### src/rtl/timer_multi.sv
// rtl/timer_multi.sv - mode-selectable prescaled down-counting timer (alarm, timeout, pulse, strobe)
// Outputs are registered; next state is formed combinationally from put > cancel > tick.
module timer_multi #(
  parameter int W  = 8,
  parameter int PW = 4
) (
  input  logic          clock,
  input  logic          reset,
  input  logic [W-1:0]  value,
  input  logic          put,
  input  logic [1:0]    mode,
  input  logic [PW-1:0] prescale,
  input  logic          pause,
  input  logic          cancel,
  output logic          out,
  output logic          busy,
  output logic [W-1:0]  count
);

  typedef enum logic [1:0] {
    ALARM   = 2'd0,
    TIMEOUT = 2'd1,
    PULSE   = 2'd2,
    STROBE  = 2'd3
  } mode_t;

  mode_t         mode_q, mode_n;
  logic [W-1:0]  cnt_q, cnt_n;
  logic [W-1:0]  reload_q, reload_n;
  logic [PW-1:0] presc_q, presc_n;
  logic [PW-1:0] pre_q, pre_n;
  logic          running_q, running_n;
  logic          out_q, out_n;
  logic          tick;
  mode_t         mode_in;

  assign mode_in = mode_t'(mode);
  assign tick    = running_q && !pause && (presc_q == pre_q);

  always_comb begin
    mode_n    = mode_q;
    cnt_n     = cnt_q;
    reload_n  = reload_q;
    presc_n   = presc_q;
    pre_n     = pre_q;
    running_n = running_q;
    out_n     = out_q;
    if (put) begin
      mode_n   = mode_in;
      pre_n    = prescale;
      presc_n  = '0;
      reload_n = value;
      if (value != '0) begin
        cnt_n     = value;
        running_n = 1'b1;
        out_n     = (mode_in == PULSE);
      end else begin
        // Zero load: only TIMEOUT reports, and it reports as already expired.
        cnt_n     = '0;
        running_n = 1'b0;
        out_n     = (mode_in == TIMEOUT);
      end
    end else if (cancel) begin
      cnt_n     = '0;
      presc_n   = '0;
      running_n = 1'b0;
      out_n     = 1'b0;
    end else begin
      // Single-cycle modes drop out every clock unless this clock expires.
      if (mode_q == ALARM || mode_q == STROBE) out_n = 1'b0;
      if (tick) begin
        presc_n = '0;
        if (cnt_q == W'(1)) begin
          case (mode_q)
            ALARM, TIMEOUT: begin
              out_n     = 1'b1;
              cnt_n     = '0;
              running_n = 1'b0;
            end
            PULSE: begin
              out_n     = 1'b0;
              cnt_n     = '0;
              running_n = 1'b0;
            end
            default: begin
              out_n = 1'b1;
              cnt_n = reload_q;
            end
          endcase
        end else begin
          cnt_n = cnt_q - W'(1);
        end
      end else if (running_q && !pause) begin
        presc_n = presc_q + PW'(1);
      end
    end
  end

  always_ff @(posedge clock) begin
    if (reset) begin
      mode_q    <= ALARM;
      cnt_q     <= '0;
      reload_q  <= '0;
      presc_q   <= '0;
      pre_q     <= '0;
      running_q <= 1'b0;
      out_q     <= 1'b0;
    end else begin
      mode_q    <= mode_n;
      cnt_q     <= cnt_n;
      reload_q  <= reload_n;
      presc_q   <= presc_n;
      pre_q     <= pre_n;
      running_q <= running_n;
      out_q     <= out_n;
    end
  end

  assign out   = out_q;
  assign busy  = running_q;
  assign count = cnt_q;

endmodule

### config.mk
export PLATFORM = sky130hd
export DESIGN_NAME = timer_multi
export DESIGN_NICKNAME = d
export VERILOG_FILES = /design/src/rtl/timer_multi.sv
export SDC_FILE = /design/constraint.sdc
export NUM_CORES = 1
export LEC_CHECK = 0
export ABC_AREA = 1
export BUFFER_PORTS_ARGS = -buffer_cell sky130_fd_sc_hd__buf_2
export CAP_MARGIN = 15
export CORE_AREA = 2 2 77 79
export DETAILED_ROUTE_END_ITERATION = 6
export DIE_AREA = 0 0 79 81
export PLACE_DENSITY_LB_ADDON = 0.25
export SLEW_MARGIN = 20
export SYNTH_ARGS = -nofsm -noshare
export SYNTH_HDL_FRONTEND = slang
export SYNTH_SLANG_ARGS = --single-unit
### constraint.sdc
create_clock -name clock -period 3.86 [get_ports clock]
set_input_delay 0.772 -clock clock [delete_from_list [all_inputs] [get_ports clock]]
set_output_delay 0.772 -clock clock [all_outputs]
set_load 0.005 [all_outputs]
---- Word level (Yosys, flattened, before mapping) ----
Index checks and enable logic that the tools add are counted.
word-level totals
  bits in registers ....................... 28
  output and inout port bits .............. 10
  word-level logic and storage cells ...... 47
cells by class
  $add $sub $neg .......................... 2
  equal/unequal tests ..................... 7
  mux-type cells .......................... 19
  reduce and logical (&&, ||, !) cells .... 12
operators with widths
  kind                 count
  $mux 8               6
  $mux 1               13
  $reduce_bool 3->1    3
  $eq 8x1->1 const B   1
  $reduce_bool 8->1    1
  $sub 8x1->8 const B  1
  $eq 2x2->1 const B   3
  $add 4x1->4 const B  1
  $eq 2x1->1 const B   2
  $eq 4x4->1           1
  $reduce_or 4->1      1
  $reduce_and 3->1     1
  $reduce_or 3->1      1
  $logic_and 1x1->1    2
  $logic_not 2->1      1
  $logic_not 1->1      1
  $logic_or 1x1->1     1

---- Logic depth before layout (Yosys ltp) ----
Gate-level depths: netlist (run 1).
  word-level depth ........................ 7
  depth in mapped cells ................... 10

---- Worst setup path before layout (run 1) ----
Ideal clock, no wire load.
  path type ............................... input -> register
  from .................................... input pause
  to ...................................... register cnt_q[5] (netlist: count[5])
  data arrival time ....................... 1523 ps
  data required time ...................... 3745 ps
  path slack .............................. 2223 ps
  stages .................................. 9
  path through ............................ nor2_4 > nand2_2 > nor2_4 > nand3_2 > nand2_4 > buf_8 > nand2_1 > a21oi_2 > nor2_1
between the ends
  word-level cells in the longest chain between the ends .. 4
RTL lines
  element                             line  text
  start, declared                     13    input logic pause,
  $logic_not 1->1                     38    assign tick = running_q && !pause && (presc_q == pre_q);
  $logic_and 1x1->1 (2 in a row)      38
  $reduce_bool 3->1 (no source line)  --
  end signal, assigned                110   cnt_q <= cnt_n;
  end, declared                       28    logic [W-1:0] cnt_q, cnt_n;
No other way between the ends.
A chain may end at the register's enable or synchronous reset.

---- Final worst setup path (run 1) ----
  from .................................... register cnt_q[6] (netlist: count[6])
  to ...................................... output count[6]
RTL lines
  element        line  text
  end, declared  17    output logic [W-1:0] count
No word-level cell between the ends.

==> flow_metrics.py, run 1 <==
metrics = {
    "worst_setup_path": {
        "r2r_cells": 8,
        "path_depth": 1,
        "cp.required_ns": 3.09,
        "critPathMaxStageDelay_ns": 0.47,
        "critical_path.cell_chain": "buf_2",
        "crit_family": "flip-flops",
        "path_max_fanout": 6,
        "critPathCaptureType": "output port",
        "critPathBufInv": 1,
        "timing.critical_path.arrival_ns": 0.91,
        "critPathLaunchType": "flip-flop",
        "crit_type": "flip-flop to output port",
        "crit_path_top_delay_cell": "dfxtp_1",
    },
    "detailed_routing": {
        "drc": 0,
        "drtPass1Iterations": 4,
        "via_per_inst": 4.35,
        "drt_iter0_markers": 55,
        "vias": 1466,
        "wirelength_mm": 3.87,
        "wire_per_inst_um": 11.5,
        "ant_nets": 0,
    },
    "synth": {
        "synth-edff-count": 0,
        "avgSynthCellArea_sq_um": 6.83,
        "synthArstFlopShare_pct": 0,
        "synth_area_leaders": "dfxtp_1, nand2_1, nor2_1",
        "synthesis.area_sq_um": 1630,
        "synth.largest_area_cell": "dfxtp_1",
        "yosysTopAreaCellShare_pct": 34.5,
        "syn_inst": 238,
        "synth_common_cells": "nand2_1, dfxtp_1, nor2_1, inv_1, a21oi_1",
        "seq_area_frac_synth_pct": 34.5,
        "synth-seq-cells": 28,
        "synth_top_flop_cell": "dfxtp_1",
        "mappedNetlistNets": 262,
        "synth_most_common_cell": "nand2_1",
        "synth_warnings": 0,
        "ys_types": 29,
    },
    "global_route": {
        "met1_usage_pct": 18.3,
        "antenna_found_initial": 0,
        "busiest_layer": "met2",
        "grt_usage_pct": 13.4,
        "gr-usage-met3_pct": 1.89,
        "grt_max_degree": 17,
        "grt_pass1_vias": 1351,
        "use_met2_pct": 20.8,
        "grt_overflow": 0,
        "grt_pass1_wl_mm": 6.54,
    },
    "timing": {
        "fin_crit_ns": 1.68,
        "final_hold_viol_count": 0,
        "tns_ns": 0,
        "grt_setup_unrepaired": "no",
        "relSlewSlack_pct": 68.2,
        "fin_crit_sh_pct": 43.6,
        "finalSetupViolations": 0,
        "tightest_slew_ns": 0.476,
        "skew_ns": 0.00198,
        "drv_slew": 0,
        "max_clock_freq_mhz": 594,
    },
    "power": {
        "p_clk_share_pct": 26.2,
        "seqPwrFrac_pct": 50.8,
        "ir_worst_vdd_uv": 121,
        "switchingPower_mw": 0.203,
        "swShare_pct": 32.0,
        "finalPower_mw": 0.636,
        "leakagePower_nw": 0.874,
        "p_per_area_nw_per_um2": 343,
        "intPower_mw": 0.432,
        "pwr-share-comb_pct": 23.0,
    },
    "clock_tree": {
        "cts_setup_buffers": 0,
        "clk_pin_slew_worst_paths_ns": 0.10,
        "cts_made_buffers": 3,
        "clockBufferDepth": 2,
        "htreeDepth": 1,
        "cts-resized-gates": 0,
        "holdBufCountCts": 0,
        "tritoncts": "done",
        "cts.sinks": 28,
        "cts-root-buf": "clkbuf_8",
        "insertion_delay_ns": 0.28,
    },
    "die": {
        "dieWidth_um": 79,
        "die_area_sq_um": 6400,
        "pin_count": 29,
        "core_sq_um": 5680,
        "die_h_um": 81,
        "initial_core_util_pct": 28.7,
        "num_rows": 28,
    },
    "finish": {
        "area_growth_syn_to_layout_pct": 14.0,
        "nNetsFinal": 288,
        "diodes": 0,
        "drive_above_1_share_pct": 22.9,
    },
    "place": {
        "port_buffers": 28,
        "place_hpwl_mm": 3.01,
        "gp_congestion": 0.766,
    },
    "job": {
        "drv_cap": 0,
    },
    "run_status": {
        "status": "finished clean",
    },
    "min_path": {
        "min_path_cells": 2,
        "hold_path_class": "flip-flop to flip-flop",
    },
}
flip-flops by register name, indices dropped and copies added, names as in the netlist:
register  cells
count         8
reload_q      8
pre_q         4
presc_q       4
mode_q        2
busy          1
out           1
cells in the final DEF, fill, tap and decap left out, drive strengths merged:
cell    netlist  routed
a21oi        21      21
buf           3      28
clkbuf        4       3
dfxtp        28      28
ha            5       5
inv          26      26
nand2        71      71
nand3        11      11
nand3b        3       3
nand4         1       1
nor2         37      37
nor3          1       1
nor3b         1       1
o21ai        22      22
o22ai         1       1
xnor2         1       1
xor2          2       2
per-stage QoR:
step | std cells | setup WS, ns | instance area (sq um) | hold WS, ns | util, %
floorplan | 238 | 2.22 | 1630 | 0.435 | -
global placement | 334 | 1.99 | 1810 | 0.448 | 31.9
global route | 337 | 2.01 | 1850 | 0.488 | 32.7
finish | 337 | 2.18 | 1850 | 0.461 | 32.7
CTS | 337 | 2.14 | 1850 | 0.466 | 32.7
detailed placement | 334 | 1.97 | 1810 | 0.451 | 31.9
logic make-up after synthesis:
logic type / count (synthesis) / synth area share (%)
and+or+nand+nor: 125 / 36.2
AOI/OAI and AO/OA: 44 / 15.0
buffers and inverters: 33 / 8.92
DFF: 28 / 34.5
adders and majority gates: 5 / 3.85
xor gates and xnor gates: 3 / 1.62
power by group through the flow:
stage / registers (mW) / logic [mW] / clock network (mW)
3_5_place_dp: 0.330 / 0.147 / 0
6_report: 0.323 / 0.146 / 0.167
4_1_cts: 0.323 / 0.148 / 0.171
2_1_floorplan: 0.327 / 0.108 / 0
5_1_grt: 0.326 / 0.169 / 0.183
3_3_place_gp: 0.330 / 0.146 / 0
area by class of cell:
type                    count  area (sq um)
flip-flops and latches     28           561
repair buffers             28           140
well taps                  75          93.8
clock buffers               3          41.3
inverters                  26          97.6
fillers                   645          3820
multi-input cells         177           921
layer usage:
metal | share of wire, % | up-vias
li1 | - | 801
met1 | 50 | 638
met2 | 45 | 24
met3 | 3.8 | 3
met4 | 0.98 | 0
met5 | 0 | -
path summary, 6_finish.rpt:
kind / start / slack, ns / end
min reg2reg: reload_q[6] / 0.46 / reload_q[6]
max reg2reg: count[0] / 2.19 / count[2]
min: reload_q[6] / 0.46 / reload_q[6]
max: count[6] / 2.18 / count[6]
Note: power is estimated with default switching activity, not from simulation.
==> inputs of run 2 (changes only) <==
==> constraint.sdc (replaced) <==
create_clock -name clock -period 1.4 [get_ports clock]
set_input_delay 0.28 -clock clock [delete_from_list [all_inputs] [get_ports clock]]
set_output_delay 0.28 -clock clock [all_outputs]
set_load 0.005 [all_outputs]
==> run 2 against run 1 <==
  * The run now ends with negative setup slack left
  * Hold slack worse by 0.25 ns
  * Count of clock-buffer cells in the layout up 1
  * Wire length up 7.7%
  * Critical path depth up 9
  * Non-clock buffer count up 25
  * Largest cell class unchanged
==> flow_metrics.py, run 2 (same netlist as run 1, synthesis figures left out) <==
metrics = {
    "timing": {
        "finalSetupViolations": 4,
        "worst_slack_ns": -0.0536,
        "max_clock_freq_mhz": 688,
        "skew_ns": 0.00510,
        "drv_slew": 0,
        "tightest_slew_ns": 0.503,
        "relSlewSlack_pct": 66.4,
        "fin_crit_sh_pct": 104,
        "grt_setup_unrepaired": "yes",
        "final_hold_viol_count": 0,
        "fin_crit_ns": 1.45,
    },
    "worst_setup_path": {
        "timing.critical_path.arrival_ns": 1.64,
        "r2r_cells": 10,
        "critPathCaptureType": "flip-flop",
        "crit_type": "flip-flop to flip-flop",
        "ff2ff_setup_slack_ns": -0.05,
        "cp.required_ns": 1.59,
        "reg2reg_from": "count[1]",
        "critPathLaunchType": "flip-flop",
        "reg2reg_to": "count[6]",
        "path_max_fanout": 3,
    },
    "place": {
        "place_area_sq_um": 1960,
        "port_buffers": 28,
        "gp_congestion": 0.789,
        "place_hpwl_mm": 3.15,
        "post-place-ws_ns": -0.0375,
        "place_inst": 353,
    },
    "detailed_routing": {
        "drtPass1Iterations": 4,
        "wirelength_mm": 4.17,
        "vias": 1579,
        "drt_iter0_markers": 52,
        "via_per_inst": 4.34,
        "wire_per_inst_um": 11.5,
        "ant_nets": 0,
        "drc": 0,
    },
    "clock_tree": {
        "holdBufCountCts": 0,
        "tritoncts": "done",
        "htreeDepth": 1,
        "clk_pin_slew_worst_paths_ns": 0.10,
        "clockBufferDepth": 2,
        "cts-root-buf": "clkbuf_8",
        "cts.sinks": 28,
        "insertion_delay_ns": 0.28,
        "cts_made_buffers": 3,
    },
    "global_route": {
        "grt_pass1_vias": 1459,
        "grt_pass1_wl_mm": 6.76,
        "grt_max_degree": 17,
        "grt_overflow": 0,
        "antenna_found_initial": 0,
        "grt_usage_pct": 13.5,
    },
    "finish": {
        "diodes": 0,
        "nNetsFinal": 314,
        "fill_cells": 635,
        "mostFrequentLayoutCell": "nand2_1",
        "stdcell_area_sq_um": 2140,
        "area_growth_syn_to_layout_pct": 31.7,
        "final_core_util_pct": 37.7,
        "drive_above_1_share_pct": 32.9,
        "final_cells": 364,
        "layout_common_cells": "nand2_1, buf_2, nor2_1",
    },
    "die": {
        "num_rows": 28,
        "die_h_um": 81,
        "initial_core_util_pct": 28.7,
        "core_sq_um": 5680,
        "die_area_sq_um": 6400,
        "dieWidth_um": 79,
        "pin_count": 29,
    },
    "power": {
        "ir_worst_vdd_uv": 282,
        "leakagePower_nw": 1.01,
        "finalPower_mw": 1.94,
        "p_per_area_nw_per_um2": 906,
    },
    "job": {
        "drv_cap": 0,
    },
    "run_status": {
        "violations": "negative setup slack",
        "status": "complete, but fails checks",
    },
    "min_path": {
        "hold_path_startpoint": "reset",
        "hold_path_end": "reload_q[6]",
        "min_path_cells": 2,
        "hold_path_class": "primary input to flip-flop",
    },
}
run 2: cell count changes in the layout (fill, tap and decap cells not counted), sizes merged:
cell / change
buf: +25
clkbuf: +1
nand2: +1
run 2: how the worst max path moves through the flow:
stage | start | end
final | count[1] | count[6]
after global routing | count[1] | count[6]
after CTS | count[0] | count[6]
after detailed placement | count[1] | count[5]
after global placement | count[1] | busy
after floorplan | count[0] | count[5]
run 2: report_power, final:
part	leakage [nW]	internal, mW	switching (mW)
logic	0.748	0.244	0.303
clock network	0.0288	0.253	0.260
registers	0.232	0.846	0.0342
total	1.01	1.34	0.598
run 2: what timing repair did:
action	4_1_cts	5_1_grt
setup endpoints to repair	9	10
gates resized for setup	6	10
pin swaps	4	10
gates cloned	1	0
buffers inserted	4	2
hold endpoints to repair	0	0
run 2: per-stage QoR:
step / hold WS [ns] / TNS, ns
floorplan: 0.428 / 0
global placement: 0.447 / 0
detailed placement: 0.452 / -0.148
CTS: 0.210 / 0
global route: 0.209 / -0.841
finish: 0.214 / -0.0695
run 2: routing by layer:
layer,routed length [um],track usage (%),share of wire (%)
met1,2060,18.1,49
met2,1970,22.2,47
met3,104,2.00,2.5
met4,37,5.17,0.89
met5,0,0,0
run 2: layout make-up:
type	count	area (sq um)	area share (%)
Timing Repair Buffer	53	344	16.1
Multi-Input combinational cell	178	987	46.1
Sequential cell	28	564	26.3
Clock buffer	4	55.1	2.57
Tap cell	75	93.8	4.38
Inverter	26	97.6	4.56
run 2: critical path, cell delays in order (launching register included):
cell,delay (ns)
dfxtp_2,0.33
inv_2,0.07
ha_4,0.12
nor3b_4,0.22
buf_6,0.15
buf_4,0.12
nand3b_1,0.08
nand3_1,0.10
nor2_1,0.05
nor2_1,0.08
nor2_1,0.04
